===== src/rtl/poly_recon.sv =====
// Stage 2 reconstruction: folds a 2N-1 coefficient product into Z_q[x]/(x^N+1) and streams N results.
// Optional RECON_CYCLIC_EN adds cyclic_i to select the x^N-1 fold per frame.
//
// state      | meaning
// COLLECT_LO | accepting c[0..N-1] into the buffer, q sampled on c[0]
// FOLD_HI    | accepting c[N..2N-2], folding each into buf[i-N]
// DRAIN      | streaming buf[0..N-1] downstream, inputs backpressured
module poly_recon #(
  parameter int DEGREE_N  = 16,
  parameter int BIT_WIDTH = 16
) (
  input  logic                 clk,
  input  logic                 rst,
  input  logic [BIT_WIDTH-1:0] q_i,
`ifdef RECON_CYCLIC_EN
  input  logic                 cyclic_i,
`endif
  input  logic [BIT_WIDTH-1:0] coeff_i,
  input  logic                 valid_i,
  output logic                 yumi_o,
  output logic [BIT_WIDTH-1:0] coeff_o,
  output logic                 valid_o,
  input  logic                 ready_i,
  output logic                 done_o
);

  localparam int CW = $clog2(2 * DEGREE_N);
  localparam int OW = $clog2(DEGREE_N);
  localparam logic [CW-1:0] N_CW     = CW'(DEGREE_N);
  localparam logic [CW-1:0] LO_LAST  = CW'(DEGREE_N - 1);
  localparam logic [CW-1:0] HI_LAST  = CW'(2 * DEGREE_N - 2);
  localparam logic [OW-1:0] OUT_LAST = OW'(DEGREE_N - 1);

  typedef enum logic [1:0] {COLLECT_LO, FOLD_HI, DRAIN} state_t;

  state_t               state_q, state_d;
  logic [CW-1:0]        in_cnt;
  logic [OW-1:0]        out_cnt;
  logic [BIT_WIDTH-1:0] q_reg;
  logic [BIT_WIDTH-1:0] coef_buf [DEGREE_N];
  logic                 accept, xfer, cyclic_sel;
  logic [OW-1:0]        lo_idx, fold_idx;
  logic [BIT_WIDTH:0]   a_ext, c_ext, q_ext, sum_raw;
  logic [BIT_WIDTH-1:0] fold_res;

`ifdef RECON_CYCLIC_EN
  logic cyclic_q;
  assign cyclic_sel = cyclic_q;
`else
  assign cyclic_sel = 1'b0;
`endif

  assign accept = yumi_o;
  assign xfer   = valid_o && ready_i;
  assign lo_idx   = OW'(in_cnt);
  assign fold_idx = OW'(in_cnt - N_CW);

  // Both folds run one bit wider than the coefficient so the wrap correction never overflows.
  always_comb begin
    a_ext   = {1'b0, coef_buf[fold_idx]};
    c_ext   = {1'b0, coeff_i};
    q_ext   = {1'b0, q_reg};
    sum_raw = a_ext + c_ext;
    if (cyclic_sel)
      fold_res = BIT_WIDTH'((sum_raw >= q_ext) ? sum_raw - q_ext : sum_raw);
    else
      fold_res = BIT_WIDTH'((a_ext >= c_ext) ? a_ext - c_ext : a_ext + q_ext - c_ext);
  end

  always_comb begin
    state_d = state_q;
    yumi_o  = 1'b0;
    valid_o = 1'b0;
    coeff_o = '0;
    done_o  = 1'b0;
    case (state_q)
      COLLECT_LO: begin
        yumi_o = valid_i && !rst;
        if (yumi_o && in_cnt == LO_LAST) state_d = FOLD_HI;
      end
      FOLD_HI: begin
        yumi_o = valid_i && !rst;
        if (yumi_o && in_cnt == HI_LAST) state_d = DRAIN;
      end
      DRAIN: begin
        valid_o = 1'b1;
        coeff_o = coef_buf[out_cnt];
        if (ready_i && out_cnt == OUT_LAST) begin
          done_o  = !rst;
          state_d = COLLECT_LO;
        end
      end
      default: state_d = COLLECT_LO;
    endcase
  end

  always_ff @(posedge clk) begin
    if (rst) begin
      state_q  <= COLLECT_LO;
      in_cnt   <= '0;
      out_cnt  <= '0;
      q_reg    <= '0;
`ifdef RECON_CYCLIC_EN
      cyclic_q <= 1'b0;
`endif
    end else begin
      state_q <= state_d;
      if (accept) begin
        in_cnt <= (in_cnt == HI_LAST) ? '0 : in_cnt + CW'(1);
        if (in_cnt == '0) begin
          q_reg    <= q_i;
`ifdef RECON_CYCLIC_EN
          cyclic_q <= cyclic_i;
`endif
        end
      end
      if (xfer) out_cnt <= (out_cnt == OUT_LAST) ? '0 : out_cnt + OW'(1);
    end
  end

  // Buffer contents are don't-care after reset, so it carries no reset.
  always_ff @(posedge clk) begin
    if (accept) begin
      if (state_q == COLLECT_LO) coef_buf[lo_idx]   <= coeff_i;
      else                       coef_buf[fold_idx] <= fold_res;
    end
  end

endmodule


===== config.mk =====
export PLATFORM = sky130hd
export DESIGN_NAME = poly_recon
export DESIGN_NICKNAME = d
export VERILOG_FILES = /design/src/rtl/poly_recon.sv
export SDC_FILE = /design/constraint.sdc
export NUM_CORES = 1
export LEC_CHECK = 0
export CAP_MARGIN = 20
export CORE_ASPECT_RATIO = 1.75
export CORE_MARGIN = 5
export CORE_UTILIZATION = 50
export CTS_BUF_LIST = sky130_fd_sc_hd__clkbuf_4
export DETAILED_ROUTE_END_ITERATION = 12
export PLACE_DENSITY = 0.73
export SYNTH_ARGS = -nofsm -noshare
export SYNTH_HDL_FRONTEND = slang
export SYNTH_SLANG_ARGS = --single-unit

===== constraint.sdc =====
create_clock -name clk -period 6.4 [get_ports clk]
set_input_delay 0.64 -clock clk [delete_from_list [all_inputs] [get_ports clk]]
set_output_delay 0.64 -clock clk [all_outputs]
set_load 0.01 [all_outputs]

* After elaboration in Yosys (flattened, before gate mapping)
Memory sizes are Yosys's and may differ from the RTL's. A register that Yosys moved wholly into a read port is not among the register bits.
Index checks and enable logic that the tools add are counted.
Widths: inputs -> output; s select.
** Storage, ports and cells
- Register bits after elaboration :: 27
- Memory bits (writable) :: 256
- Input port bits :: 36
- Output and inout port bits :: 19
- Word-level logic and storage cells :: 55
- Memories :: 1
** Memory list
- coef_buf :: words 16, width 16, read ports 2, clocked after Yosys merged registers in 1, write ports 1, RTL line 40 : logic [BIT_WIDTH-1:0] coef_buf [DEGREE_N];
** Cells by class
- Add/subtract/negate cells :: 6
- Order comparisons :: 1
- Eq/ne operators :: 8
- Muxes and demuxes :: 23
- Reductions and logical operators :: 12
** Operator list (number)
- $mux 16 :: 3
- $sub 16x16->16 :: 2
- $add 16x16->16 :: 1
- $ge 16x16->1 :: 1
- $mux 4 :: 4
- $reduce_or 16->1 :: 1
- $mux 1 :: 11
- $mux 2 :: 3
- $ne 2x2->1 const B :: 3
- $pmux 2 s3 :: 1
- $add 5x1->5 const B :: 1
- $eq 5x4->1 const B :: 1
- $eq 5x5->1 const B :: 1
- $logic_and 1x1->1 :: 5
- $logic_not 5->1 :: 1
- $mux 5 :: 1
- $add 4x1->4 const B :: 1
- $eq 4x4->1 const B :: 1
- $sub 4x1->4 const B :: 1
- $reduce_and 3->1 :: 1
- $eq 2x1->1 const B :: 1
- $eq 2x2->1 const B :: 1
- $logic_not 2->1 :: 1
- $reduce_and 2->1 :: 1
- other kinds (2) :: 2

* Logic depth before layout (Yosys ltp)
- Depth after elaboration :: 7
- Mapped depth :: 17
- Depth with buffers taken out :: 15

* Worst setup path after synthesis
No wires, ideal clock.
- Path type :: reg2reg
- Start point :: register (tool-made name)
- End point :: memory coef_buf[0][14], data pin
- Library setup time :: 302 ps
- Arrival :: 4325 ps
- Required time :: 6098 ps
- Slack :: 1772 ps
- Cell stages (with the launch flop) :: 15
- Path buffers :: 2
- Period minus slack after synthesis :: 4628 ps
- Path through :: dfxtp_1 clkbuf_1 buf_2 mux4_2 mux4_1 inv_1 fa_1 fa_1 nand2b_1 a21oi_1 o21ai_0 a31oi_1 o41a_1 o211ai_1 a31oi_1
** RTL lines (RTL line)
- to (decl) :: 40

==> run metrics <==
Worst Hold Slack 0.456 ns; Avg WL per Cell 25.8 um; Slew @ Worst Pin 1.13 ns; Synth Cell Area 0.0153 mm2; core area 0.0302 mm2; total grt overflow 0; Post-synth EDFFs 256; Iter 0 DRT Violations 879; fraction of the yosys area taken by sequential cells 54.7%; Worst Clk Skew 0.0397 ns; # DRC 0; fin crit share 81.4%; Post-Syn Nets 1078; DP HPWL 27100 um; Async S/R FF share, synth 0%; CTS buffer count 67; setup TNS 0 ns; post_cts resized 0; Die Ht 242 um; CTS Root Cell clkbuf_4; Yosys reg bits 291; Synthesis Warnings 0; unrepaired setup endpoints after global routing no; clk buf depth 3; CP startpoint kind flop; initial antenna violation count 1; fin nets 1193; CTS tree yes; setup violators final 0; Slew Viols, Final 0; clock sinks 291; max frequency 0.192 GHz; Slowest cell on crit path dfxtp_4; CP required 6.83 ns; Final min period 5.21 ns; Critical Path Max Stage Delay 0.66 ns; vias 9661; Reg clk slew, reported paths 0.07 ns; CTS Hold Bufs 0; Pwr per Cell Area 248 mW/mm2; number of global-route vias before repair 10.2k; most used cell along the critical path a31oi_1; GRT Util Overall 23.5%; Critical Path, Cell by Cell mux4_2 > mux4_1 > inv_1 > fa_1 > fa_1 > nand2b_1 > a21oi_1 > o21ai_0 > a31oi_1 > a31oi_1 > o211ai_1 > a31oi_1 > buf_4; GPL Wtd Cong 0.994; max cap viols 0; worst-skew pair later-pin latency 0.72 ns; largest net degree at the start of global routing 41; Main synth FF type edfxtp_1; Max IR drop VDD 0.000159 V; maximum fanout along the worst path 22; critical path data arrival time 5.64 ns; IO Pins 55; global-route wire length before repair 59900 um; cell count after synthesis 987; Cell variety after synth 53; relative slew slack 24.9%; postcts setup bufs 0; routed wire length 39600 um; DR pass1 iterations 5; run status finished clean; layout cells sized above 1 26.7%; starting density of the core 50.8%; DRT antenna net count 0; die width 142 um; Die Footprint 0.0344 mm2; max reg flops 256; CTS HTree Levels 3; Vias/cell 6.29; Crit Path Category reg -> reg; syn_area_per_cell 15.5 um2; worst min path class reg -> reg; Final Hold Fails 0; num rows 84; leakage 5.96 nW; Area growth syn-to-layout 13.8%; crit end category flop; port bufs 54
## worst max-delay path: cells and delay by family, from the launching register on
family,cells,cell delay (ns)
multiplexers,2,1.17
flip-flops,1,0.66
AND/OR/NAND/NOR,1,0.18
AO/OA/AOI/OAI,6,1.62
adder cells (fa/ha/maj),2,0.88
buffers and inverters,2,0.38
## cell type report
cell class                 instances  area (um2)
antenna                            1        2.50
clock buffer                      89         668
clock inverter                    26         233
fill                            2295       12700
inverter                          86         323
multi-input combinational        557        6390
sequential                       291        8400
tap                              387         484
timing repair buffer              99         943
## final timing paths
| check | cells past startpoint | slack (ns) | end | start |
|---|---|---|---|---|
| max | 13 | 1.19 | coef_buf[6][14] | flop |
| min | 2 | 0.46 | q_reg[6] | q_reg[6] |
| max reg2reg | 13 | 1.19 | coef_buf[6][14] | flop |
| min reg2reg | 2 | 0.46 | q_reg[6] | q_reg[6] |
## cells in the mapped netlist, types with 5 or more instances
cell type	instances	area [um2]
nor2_1	24	90.1
edfxtp_1	256	7690
mux2i_1	5	50.1
nor3_1	13	65.1
dfxtp_1	35	701
xnor2_1	14	123
xor2_1	12	105
o21ai_0	28	140
a21oi_1	52	260
nand2_1	68	255
inv_1	85	319
fa_1	16	320
nand4_1	5	31.3
and3_1	7	43.8
buf_2	17	85.1
o211ai_1	7	52.6
a31oi_1	7	43.8
clkbuf_1	31	116
and2_1	33	206
nand2b_1	6	37.5
ha_1	39	488
a21o_1	8	60.1
nand3_1	8	40.0
mux4_2	156	3510
## report_power, final
part / leakage [nW] / switching [mW] / internal, mW / total [mW]
Clock: 0.528 / 0.719 / 0.853 / 1.57
Combinational: 2.84 / 0.365 / 0.284 / 0.648
Sequential: 2.59 / 0.0187 / 2.08 / 2.10
## cell usage in the layout, fill, tap and decap left out, types with 16 or more instances in the layout
master             n
fa_1              16
clkbuf_4          89
nand2_1           68
a21oi_1           52
clkdlybuf4s50_1   54
and2_1            33
nor2_1            24
ha_1              39
buf_4             41
edfxtp_1         256
mux4_2           156
inv_1             85
dfxtp_1           31
o21ai_0           28
clkinv_1          16
## cells by family (layout without fill, tap and decap cells)
group                      count (synthesis)  count (layout)  share of synthesized area (%)
DFF                                      291             291                           54.7
adders and majority gates                 55              55                           5.27
xor gates and xnor gates                  27              27                           1.59
AOI/OAI and AO/OA                        130             130                           5.10
and+or+nand+nor                          180             180                           5.76
muxes                                    165             165                           23.9
buffers and inverters                    139             300                           3.60
other                                      0               1                              0
## layer usage
layer	vias up	routed length, um	track usage, %
li1	4140	-	-
met1	4887	13100	26.6
met2	506	21500	41.6
met3	128	3060	4.88
met4	0	1980	11.6
met5	-	0	0
## per-stage QoR
stage                     util [%]  area, um2  setup WS (ns)  instances  total power, mW
after global routing          57.8      17400          0.976       1536             4.52
final                         57.8      17400           1.19       1536             4.32
after floorplan                  -      15300           1.77        987             2.59
after CTS                     57.6      17400           1.17       1533             4.35
after global placement        54.6      16500           1.25       1418             2.77
after detailed placement      54.6      16500           1.23       1418             2.78
(Power assumes the default switching activity.)
